File: config.mk
export PLATFORM = sky130hd
export DESIGN_NAME = pc_sequencer
export DESIGN_NICKNAME = d
export VERILOG_FILES = /design/src/rtl/pc_sequencer.sv
export SDC_FILE = /design/constraint.sdc
export NUM_CORES = 1
export LEC_CHECK = 0
export CELL_PAD_IN_SITES_DETAIL_PLACEMENT = 1
export CELL_PAD_IN_SITES_GLOBAL_PLACEMENT = 2
export CORE_ASPECT_RATIO = 1.2
export CORE_UTILIZATION = 25
export CTS_CLUSTER_DIAMETER = 50
export DETAILED_ROUTE_END_ITERATION = 10
export PLACE_DENSITY_LB_ADDON = 0.1
export SYNTH_ARGS = -nofsm -noshare
export SYNTH_HDL_FRONTEND = slang
export SYNTH_SLANG_ARGS = --single-unit
export TNS_END_PERCENT = 10
File: constraint.sdc
create_clock -name clk -period 6.35 [get_ports clk]
set_clock_uncertainty 0.2 [all_clocks]
set_input_delay 1.27 -clock clk [delete_from_list [all_inputs] [get_ports clk]]
set_output_delay 1.27 -clock clk [all_outputs]
set_load 0.03 [all_outputs]
File: src/rtl/pc_sequencer.sv
// Next-fetch-address sequencer with a return-address stack; 1-cycle latency, all outputs registered.
// stall holds every piece of state and suppresses flush; no other backpressure.
module pc_sequencer #(
    parameter int                ADDR_W   = 16,
    parameter int                DEPTH    = 8,
    parameter logic [ADDR_W-1:0] RESET_PC = '0
) (
    input  logic                       clk,
    input  logic                       reset,
    input  logic                       stall,
    input  logic                       br_valid,
    input  logic                       branch_taken,
    input  logic                       is_call,
    input  logic [ADDR_W-1:0]          target,
    input  logic                       ret_valid,
    output logic [ADDR_W-1:0]          pc,
    output logic                       flush,
    output logic [$clog2(DEPTH):0]     depth,
    output logic                       overflow,
    output logic                       underflow
);
    localparam int PTR_W = $clog2(DEPTH);
    localparam int DW    = PTR_W + 1;

    logic [ADDR_W-1:0] pc_q, pc_d;
    logic              flush_q, flush_d;
    logic [DW-1:0]     depth_q, depth_d;
    logic              overflow_q, overflow_d;
    logic              underflow_q, underflow_d;
    logic [ADDR_W-1:0] stack_q [DEPTH];
    logic [ADDR_W-1:0] stack_d [DEPTH];

    logic [ADDR_W-1:0] pc_inc;
    logic [PTR_W-1:0]  top_idx;
    logic              stack_full;
    logic              stack_empty;

    assign pc_inc      = pc_q + 1'b1;
    assign top_idx     = PTR_W'(depth_q - 1'b1);
    assign stack_full  = (depth_q == DW'(DEPTH));
    assign stack_empty = (depth_q == '0);

    always_comb begin
        pc_d        = pc_q;
        flush_d     = 1'b0;
        depth_d     = depth_q;
        overflow_d  = overflow_q;
        underflow_d = underflow_q;
        stack_d     = stack_q;
        if (!stall) begin
            if (br_valid) begin
                if (branch_taken) begin
                    pc_d    = target;
                    flush_d = 1'b1;
                    if (is_call) begin
                        // A call into a full stack still redirects; only the push is lost.
                        if (stack_full) begin
                            overflow_d = 1'b1;
                        end else begin
                            stack_d[depth_q[PTR_W-1:0]] = pc_inc;
                            depth_d                     = depth_q + 1'b1;
                        end
                    end
                end else begin
                    pc_d = pc_inc;
                end
            end else if (ret_valid) begin
                if (stack_empty) begin
                    pc_d        = pc_inc;
                    underflow_d = 1'b1;
                end else begin
                    pc_d    = stack_q[top_idx];
                    flush_d = 1'b1;
                    depth_d = depth_q - 1'b1;
                end
            end else begin
                pc_d = pc_inc;
            end
        end
    end

    always_ff @(posedge clk) begin
        if (reset) begin
            pc_q        <= RESET_PC;
            flush_q     <= 1'b0;
            depth_q     <= '0;
            overflow_q  <= 1'b0;
            underflow_q <= 1'b0;
        end else begin
            pc_q        <= pc_d;
            flush_q     <= flush_d;
            depth_q     <= depth_d;
            overflow_q  <= overflow_d;
            underflow_q <= underflow_d;
        end
    end

    // Stack contents are don't-care out of reset, so the array carries no reset.
    always_ff @(posedge clk) begin
        if (!reset) begin
            stack_q <= stack_d;
        end
    end

    assign pc        = pc_q;
    assign flush     = flush_q;
    assign depth     = depth_q;
    assign overflow  = overflow_q;
    assign underflow = underflow_q;
endmodule

==> results of run 1 <==
-- worst reg2reg max path: stages, from the launching register on --
cell	delay [ns]
dfxtp_1	0.63
inv_1	0.22
ha_1	0.26
nand3b_1	0.13
nand3_1	0.19
or3_1	0.47
nor3_4	0.72
-- Yosys cell counts (8+ instances only) --
master,instances
mux2i_1,15
o21ai_0,8
xnor2_1,13
nand3_1,14
edfxtp_1,128
nor3_1,8
mux4_2,26
nand2_1,29
a221oi_1,10
inv_1,15
buf_2,9
clkbuf_1,14
dfxtp_1,23
a21oi_1,14
nor2_1,20
-- how the worst max path moves through the flow --
stage                             from                endpoint  slack (ns)  cells after the start
after floorplan           branch_taken   stack_q[16]$_DFFE_PP_        2.25                      4
after global placement    branch_taken  stack_q[108]$_DFFE_PP_        1.65                      6
after detailed placement  branch_taken  stack_q[103]$_DFFE_PP_        2.02                      6
after CTS                 branch_taken  stack_q[106]$_DFFE_PP_        2.46                      6
after global routing      branch_taken  stack_q[106]$_DFFE_PP_        2.34                      6
final                     branch_taken  stack_q[106]$_DFFE_PP_        2.51                      6
-- state kept, by name, indices dropped and copies added (netlist names) --
name       count
depth          4
flush          1
overflow       1
pc            16
stack_q      128
underflow      1
-- power groups by stage --
| stage | Combinational [mW] | Clock (mW) | Sequential [mW] |
|---|---|---|---|
| 4_1_cts | 0.236 | 1.10 | 1.11 |
| 5_1_grt | 0.248 | 1.13 | 1.11 |
| 3_5_place_dp | 0.235 | 0 | 1.13 |
| 3_3_place_gp | 0.235 | 0 | 1.13 |
| 6_report | 0.228 | 1.07 | 1.11 |
| 2_1_floorplan | 0.133 | 0 | 1.13 |
-- metal layers --
metal	routed length [um]	vias up	track usage, %
met3	283	21	1.95
met5	0	-	0
met4	448	0	6.41
met2	10500	55	26.8
li1	-	1891	-
met1	8700	2198	18.5
-- final cells by class --
class | instances | share of cell area, %
Sequential cell | 151 | 52.2
Multi-Input combinational cell | 258 | 27.7
Timing Repair Buffer | 59 | 6.73
Clock buffer | 17 | 5.16
Tap cell | 335 | 5.08
Clock inverter | 15 | 2.49
Inverter | 15 | 0.683
-- metrics by stage --
step | std cells | util (%) | worst slack [ns] | total power, mW | area [um2]
final | 850 | 31.2 | 2.51 | 2.40 | 8250
after global routing | 850 | 31.2 | 2.34 | 2.49 | 8250
after CTS | 850 | 31.2 | 2.46 | 2.44 | 8250
after detailed placement | 818 | 28.8 | 2.02 | 1.36 | 7620
after global placement | 818 | 28.8 | 1.65 | 1.36 | 7610
after floorplan | 455 | - | 2.25 | 1.27 | 6770
-- cells by family after synthesis --
family | after synthesis | share of synthesized area, %
AOI/OAI and AO/OA | 70 | 7.42
xor gates and xnor gates | 16 | 2.07
adders and majority gates | 4 | 0.740
buffers and inverters | 46 | 3.33
DFF | 151 | 63.6
muxes | 52 | 13.6
and+or+nand+nor | 116 | 9.25
==> results.sh, run 1 <==
export IMPL_swShare_pct=25.8
export IMPL_drc=1
export IMPL_ant_nets=0
export IMPL_synth_cell_types=57
export IMPL_portBuffers=45
export IMPL_cts_hold_fix_buffers=0
export IMPL_gp_congestion=0.730
export IMPL_coreArea_mm2=0.0264
export IMPL_crit_family="simple AND/OR/NAND/NOR gates"
export IMPL_syn_inst=455
export IMPL_synthTopCellsByArea="edfxtp_1 57%, mux4_2 8.7%, dfxtp_1 6.8%"
export IMPL_synth_edf_count=128
export IMPL_violations="design-rule violations"
export IMPL_max_freq_mhz=261
export IMPL_first_pass_iters=7
export IMPL_tightest_slew_ns=1.12
export IMPL_initial_core_util_pct=25.6
export IMPL_mostFrequentLayoutCells="128 x edfxtp_1, 45 x clkdlybuf4s50_1, 29 x nand2_1, 26 x mux4_2, 22 x dfxtp_1"
export IMPL_critPathBufInv=2
export IMPL_die_y_um=182
export IMPL_synth_nets=482
export IMPL_rsz0062_at_grt="no"
export IMPL_drv_cap=0
export IMPL_finalSetupViolations=0
export IMPL_overflow=0
export IMPL_dpl_hpwl_mm=13.7
export IMPL_n_fill_cell=2753
export IMPL_grt_pass1_wl_mm=30.3
export IMPL_required_ns=6.19
export IMPL_hp_start="underflow$_SDFFE_PP0P_"
export IMPL_crit_arrival_ns=3.68
export IMPL_setup_tns_ns=0
export IMPL_rr_startpoint="depth[1]$_SDFFE_PP0P_"
export IMPL_power_leakage_nw=2.68
export IMPL_whs_ns=0.285
export IMPL_cts_root_buf="clkbuf_16"
export IMPL_status="finished with violations"
export IMPL_layout_drive_gt1_share_pct=18.8
export IMPL_slew_headroom_pct=24.7
export IMPL_clock_path_buffers=2
export IMPL_seq_area_mm2=0.00431
export IMPL_clk_pin_slew_worst_paths_ns=0.07
export IMPL_mostFrequentLayoutCell="edfxtp_1"
export IMPL_postCtsSetupBuffers=0
export IMPL_pwr_share_seq_pct=46.0
export IMPL_hold_viol=0
export IMPL_ys_warn_count=0
export IMPL_cp_cell_sequence="clkdlybuf4s50_1 -> buf_4 -> and3b_1 -> nand3_1 -> or3_1 -> nor3_4"
export IMPL_pwr_share_clk_pct=44.5
export IMPL_synth_top_cell_area_share_pct=56.8
export IMPL_fin_crit_ns=3.84
export IMPL_max_stage_delay_ns=0.72
export IMPL_min_period_over_period_pct=60.4
export IMPL_crit_slowest_cell="nor3_4"
export IMPL_cts_made_buffers=17
export IMPL_worstHoldPathCells=2
export IMPL_start_kind="input pin"
export IMPL_first_global_vias=4511
export IMPL_wl_mm=19.9
export IMPL_rows=65
export IMPL_clock_sinks=151
export IMPL_fin_nets=529
export IMPL_worstSkewPairLatency_ns=0.43
export IMPL_num_io_pins=46
export IMPL_n_antenna_cell=0
export IMPL_crit_fanout=27
export IMPL_cp_end_kind="flop"
export IMPL_async_reset_ff_share_pct=0
export IMPL_h_tree_depth=4
export IMPL_die_area_mm2=0.0277
export IMPL_p_int_mw=1.78
export IMPL_multi_input_area_mm2=0.00228
export IMPL_critPathKind="in2reg"
export IMPL_routedWlPerCell_um=23.4
export IMPL_area_growth_pct=21.9
export IMPL_p_sw_uw=619
export IMPL_dieWidth_um=152
export IMPL_ys_seq_elements=151
export IMPL_vias=4165
export IMPL_grt_use_total_pct=15.2
export IMPL_r2r_slack_ns=3.13
export IMPL_holdCritPathClass="reg2reg"
export IMPL_slew_violations=0
export IMPL_synth_ff_type="edfxtp_1"
export IMPL_peakVddDrop_uv=187
export IMPL_whs_endpoint="underflow$_SDFFE_PP0P_"
export IMPL_ctsResizeCount=0
export IMPL_yosysSeqAreaShare_pct=63.6
export IMPL_cts_tree="built"
export IMPL_netlist_area_mm2=0.00677
export IMPL_power_density_mw_per_mm2=291
export IMPL_r2r_cells=6
export IMPL_combPwrFrac_pct=9.5
export IMPL_via_per_inst=4.90
export IMPL_r2r_end="stack_q[106]$_DFFE_PP_"
export IMPL_drt_initial_drc_count=276
export IMPL_grt_max_degree=41
export IMPL_synth_area_leader_cell="edfxtp_1"
export IMPL_avgSynthCellArea_um2=14.9
export IMPL_antenna_found_initial=0
No activity file was read; power rests on OpenSTA's default activity.
==> run 2: changes to the inputs <==
Clock period 6.35 ns to 3.46 ns, I/O delays scaled along.
==> results.sh, run 2 (synthesized netlist as in run 1, its figures left out) <==
export IMPL_start_kind="input pin"
export IMPL_portBuffers=45
export IMPL_status="finished with violations"
export IMPL_crit_fanout=16
export IMPL_first_global_vias=4592
export IMPL_power_leakage_nw=2.79
export IMPL_die_y_um=182
export IMPL_drt_initial_drc_count=261
export IMPL_initial_core_util_pct=25.6
export IMPL_layout_drive_gt1_share_pct=22.1
export IMPL_hold_viol=0
export IMPL_n_fill_cell=2731
export IMPL_setup_tns_ns=0
export IMPL_finalWorstSetupSlack_ns=0.674
export IMPL_worstHoldPathCells=2
export IMPL_ant_nets=0
export IMPL_mostFrequentLayoutCells="128 x edfxtp_1, 45 x clkdlybuf4s50_1, 36 x buf_4, 29 x nand2_1, 26 x mux4_2"
export IMPL_antenna_found_initial=1
export IMPL_n_antenna_cell=0
export IMPL_required_ns=3.37
export IMPL_violations="design-rule violations"
export IMPL_cts_tree="built"
export IMPL_slew_violations=0
export IMPL_h_tree_depth=4
export IMPL_die_area_mm2=0.0277
export IMPL_whs_ns=0.281
export IMPL_final_cells=874
export IMPL_wl_mm=20.6
export IMPL_grt_use_total_pct=15.7
export IMPL_largest_register="stack_q"
export IMPL_clock_sinks=151
export IMPL_fin_nets=553
export IMPL_routedWlPerCell_um=23.6
export IMPL_place_area_mm2=0.00782
export IMPL_fin_area_mm2=0.00838
export IMPL_cts_made_buffers=17
export IMPL_holdCritPathClass="reg2reg"
export IMPL_drv_cap=0
export IMPL_power_density_mw_per_mm2=511
export IMPL_max_freq_mhz=359
export IMPL_rr_startpoint="depth[0]$_SDFFE_PP0P_"
export IMPL_dpl_hpwl_mm=14.8
export IMPL_overflow=0
export IMPL_critPathKind="in2reg"
export IMPL_post_place_ws_ns=0.164
export IMPL_drc=1
export IMPL_clock_path_buffers=2
export IMPL_whs_endpoint="overflow$_SDFFE_PP0P_"
export IMPL_dieWidth_um=152
export IMPL_num_io_pins=46
export IMPL_ctsResizeCount=0
export IMPL_vias=4213
export IMPL_tightest_slew_ns=0.731
export IMPL_hp_start="overflow$_SDFFE_PP0P_"
export IMPL_placed_cells=842
export IMPL_r2r_slack_ns=0.88
export IMPL_postCtsSetupBuffers=0
export IMPL_power_mw=4.28
export IMPL_first_pass_iters=7
export IMPL_clk_pin_slew_worst_paths_ns=0.07
export IMPL_grt_pass1_wl_mm=30.9
export IMPL_fin_crit_ns=2.79
export IMPL_min_period_over_period_pct=80.5
export IMPL_area_growth_pct=23.9
export IMPL_worstSkewPairLatency_ns=0.44
export IMPL_cts_root_buf="clkbuf_16"
export IMPL_r2r_end="stack_q[45]$_DFFE_PP_"
export IMPL_crit_arrival_ns=2.70
export IMPL_mostFrequentLayoutCell="edfxtp_1"
export IMPL_finalSetupViolations=0
export IMPL_r2r_cells=7
export IMPL_fin_util_pct=31.7
export IMPL_slew_headroom_pct=50.9
export IMPL_cts_hold_fix_buffers=0
export IMPL_rows=65
export IMPL_grt_max_degree=41
export IMPL_peakVddDrop_uv=327
export IMPL_rsz0062_at_grt="no"
export IMPL_coreArea_mm2=0.0264
export IMPL_gp_congestion=0.763
export IMPL_via_per_inst=4.82
export IMPL_largest_register_ffs=128
export IMPL_cp_end_kind="flop"
-- run 2: power breakdown --
group          total [mW]  switching [mW]  internal, mW  leakage (nW)
clock                1.81           0.798          1.01         0.280
sequential           2.02          0.0265          2.00          1.36
combinational       0.455           0.266         0.189          1.16
-- run 2: critical path, stage by stage --
cell and delay (ns):
clkdlybuf4s50_1 0.56, and3b_1 0.27, nand3_1 0.21, or3_1 0.46, nor3b_2 0.21, buf_4 0.29
-- run 2: worst max path at each step --
stage | cells past startpoint | startpoint | end
6_report | 6 | br_valid | stack_q[45]$_DFFE_PP_
4_1_cts | 6 | br_valid | stack_q[34]$_DFFE_PP_
2_1_floorplan | 7 | depth[0]$_SDFFE_PP0P_ | stack_q[16]$_DFFE_PP_
3_5_place_dp | 6 | br_valid | stack_q[43]$_DFFE_PP_
3_3_place_gp | 6 | br_valid | stack_q[43]$_DFFE_PP_
5_1_grt | 6 | br_valid | stack_q[45]$_DFFE_PP_
-- run 2: layer usage --
| metal | GRT usage [%] | vias up | part of all wire [%] |
|---|---|---|---|
| met3 | 2.87 | 15 | 2.3 |
| li1 | - | 1939 | - |
| met5 | 0 | - | 0 |
| met1 | 18.7 | 2198 | 43 |
| met4 | 4.98 | 0 | 1.3 |
| met2 | 28.4 | 61 | 54 |
-- run 2: cell type report --
| type | instances | area, um2 | share of cell area [%] |
|---|---|---|---|
| well taps | 335 | 419 | 5.00 |
| flip-flops and latches | 151 | 4310 | 51.4 |
| inverters | 15 | 56.3 | 0.672 |
| clock buffers | 17 | 425 | 5.07 |
| repair buffers | 83 | 761 | 9.07 |
| clock inverters | 15 | 141 | 1.69 |
| multi-input cells | 258 | 2280 | 27.1 |
==> run 3: changes to the inputs <==
Clock period 3.46 ns to 2.4 ns, I/O delays scaled along.
==> results.sh, run 3 (synthesized netlist as in run 1, its figures left out) <==
export IMPL_p_int_mw=4.80
export IMPL_max_stage_delay_ns=0.74
export IMPL_routedWlPerCell_um=22.1
export IMPL_fin_nets=599
export IMPL_coreArea_mm2=0.0264
export IMPL_crit_arrival_ns=1.65
export IMPL_finalSetupViolations=0
export IMPL_gp_congestion=0.814
export IMPL_initial_core_util_pct=25.6
export IMPL_mostFrequentLayoutCell="edfxtp_1"
export IMPL_portBuffers=45
export IMPL_setup_tns_ns=0
export IMPL_postCtsSetupBuffers=0
export IMPL_max_freq_mhz=430
export IMPL_largest_register_ffs=128
export IMPL_clk_pin_slew_worst_paths_ns=0.07
export IMPL_dpl_hpwl_mm=14.4
export IMPL_h_tree_depth=4
export IMPL_slew_headroom_pct=66.7
export IMPL_fin_util_pct=34.1
export IMPL_clock_path_buffers=2
export IMPL_pwr_share_clk_pct=43.1
export IMPL_slew_violations=0
export IMPL_n_antenna_cell=0
export IMPL_cts_root_buf="clkbuf_16"
export IMPL_crit_slowest_cell="clkdlybuf4s50_1"
export IMPL_crit_fanout=6
export IMPL_clock_sinks=151
export IMPL_via_per_inst=4.77
export IMPL_p_sw_mw=1.62
export IMPL_drv_cap=0
export IMPL_wl_mm=20.4
export IMPL_antenna_found_initial=0
export IMPL_overflow=0
export IMPL_swShare_pct=25.2
export IMPL_worstSkewPairLatency_ns=0.42
export IMPL_cp_cell_sequence="clkdlybuf4s50_1"
export IMPL_area_growth_pct=33.2
export IMPL_cp_end_kind="output pin"
export IMPL_holdCritPathClass="reg2reg"
export IMPL_dieWidth_um=152
export IMPL_die_area_mm2=0.0277
export IMPL_seq_area_mm2=0.00431
export IMPL_num_io_pins=46
export IMPL_pwr_share_seq_pct=45.2
export IMPL_cts_hold_fix_buffers=0
export IMPL_hold_viol=0
export IMPL_grt_max_degree=41
export IMPL_n_fill_cell=2709
export IMPL_status="finished with violations"
export IMPL_first_pass_iters=7
export IMPL_drt_initial_drc_count=200
export IMPL_vias=4387
export IMPL_fin_crit_ns=2.33
export IMPL_required_ns=1.72
export IMPL_min_period_over_period_pct=97.0
export IMPL_power_leakage_nw=3.15
export IMPL_mostFrequentLayoutCells="128 x edfxtp_1, 72 x buf_4, 39 x clkdlybuf4s50_1, 29 x nand2_1, 26 x mux4_2"
export IMPL_grt_use_total_pct=15.3
export IMPL_drc=1
export IMPL_cts_tree="built"
export IMPL_power_density_mw_per_mm2=713
export IMPL_combPwrFrac_pct=11.7
export IMPL_cts_made_buffers=17
export IMPL_critPathKind="reg2out"
export IMPL_critPathBufInv=1
export IMPL_die_y_um=182
export IMPL_rsz0062_at_grt="yes"
export IMPL_violations="design-rule violations"
export IMPL_peakVddDrop_uv=405
export IMPL_ant_nets=0
export IMPL_layout_drive_gt1_share_pct=30.3
export IMPL_power_mw=6.42
export IMPL_start_kind="flop"
export IMPL_grt_pass1_wl_mm=30.8
export IMPL_rows=65
export IMPL_multi_input_area_mm2=0.00236
export IMPL_first_global_vias=4881
export IMPL_tightest_slew_ns=0.496
export IMPL_crit_family="buffers and inverters"
export IMPL_largest_register="stack_q"
## run 3: worst paths after layout
kind	startpoint	to	slack, ns	depth (start not counted)
hold reg to reg	underflow$_SDFFE_PP0P_	underflow$_SDFFE_PP0P_	0.28	2
hold / removal	underflow$_SDFFE_PP0P_	underflow$_SDFFE_PP0P_	0.28	2
setup reg to reg	depth[0]$_SDFFE_PP0P_	pc[3]$_SDFFE_PP0N_	0.11	5
setup / recovery	pc[13]$_SDFFE_PP0N_	pc[13]	0.07	1
## run 3: what timing repair did
item / 4_1_cts / 5_1_grt
resized for setup: 2 / 10
setup endpoints to repair: 2 / 8
pin swaps: 0 / 0
## run 3: cell type report
cell class | count | share of cell area, %
clock buffer | 18 | 4.76
clock inverter | 14 | 2.01
inverter | 15 | 0.680
multi-input combinational | 258 | 26.2
sequential | 151 | 47.9
tap | 335 | 4.65
timing repair buffer | 129 | 13.8
## run 3: tightest hold or removal path: stages (launching register included)
cell and delay, ns:
dfxtp_1 0.33, nor2_1 0.05, nor2_1 0.07
## run 3: routing by layer
layer | GRT usage (%) | wire length, um | part of all wire [%]
met3 | 2.45 | 376 | 1.8
met1 | 18.4 | 8870 | 44
met4 | 3.88 | 134 | 0.66
met2 | 28.3 | 11000 | 54
met5 | 0 | 0 | 0
## run 3: power by group through the flow
| stage | Clock, mW | Combinational [mW] | Sequential, mW |
|---|---|---|---|
| 2_1_floorplan | 0 | 0.365 | 3.00 |
| 3_3_place_gp | 0 | 0.762 | 2.96 |
| 3_5_place_dp | 0 | 0.769 | 2.96 |
| 4_1_cts | 2.84 | 0.769 | 2.90 |
| 5_1_grt | 2.93 | 0.810 | 2.91 |
| 6_report | 2.77 | 0.752 | 2.90 |
## run 3: stage by stage
stage          setup WS (ns)  area (um2)  hold slack, ns  std cells
2_1_floorplan         -0.305        6890           0.403        455
3_3_place_gp          -0.344        8360           0.251        888
3_5_place_dp          -0.356        8360           0.270        888
4_1_cts             0.000336        8970           0.287        920
5_1_grt             -0.00631        9010           0.305        920
6_report              0.0719        9010           0.276        920
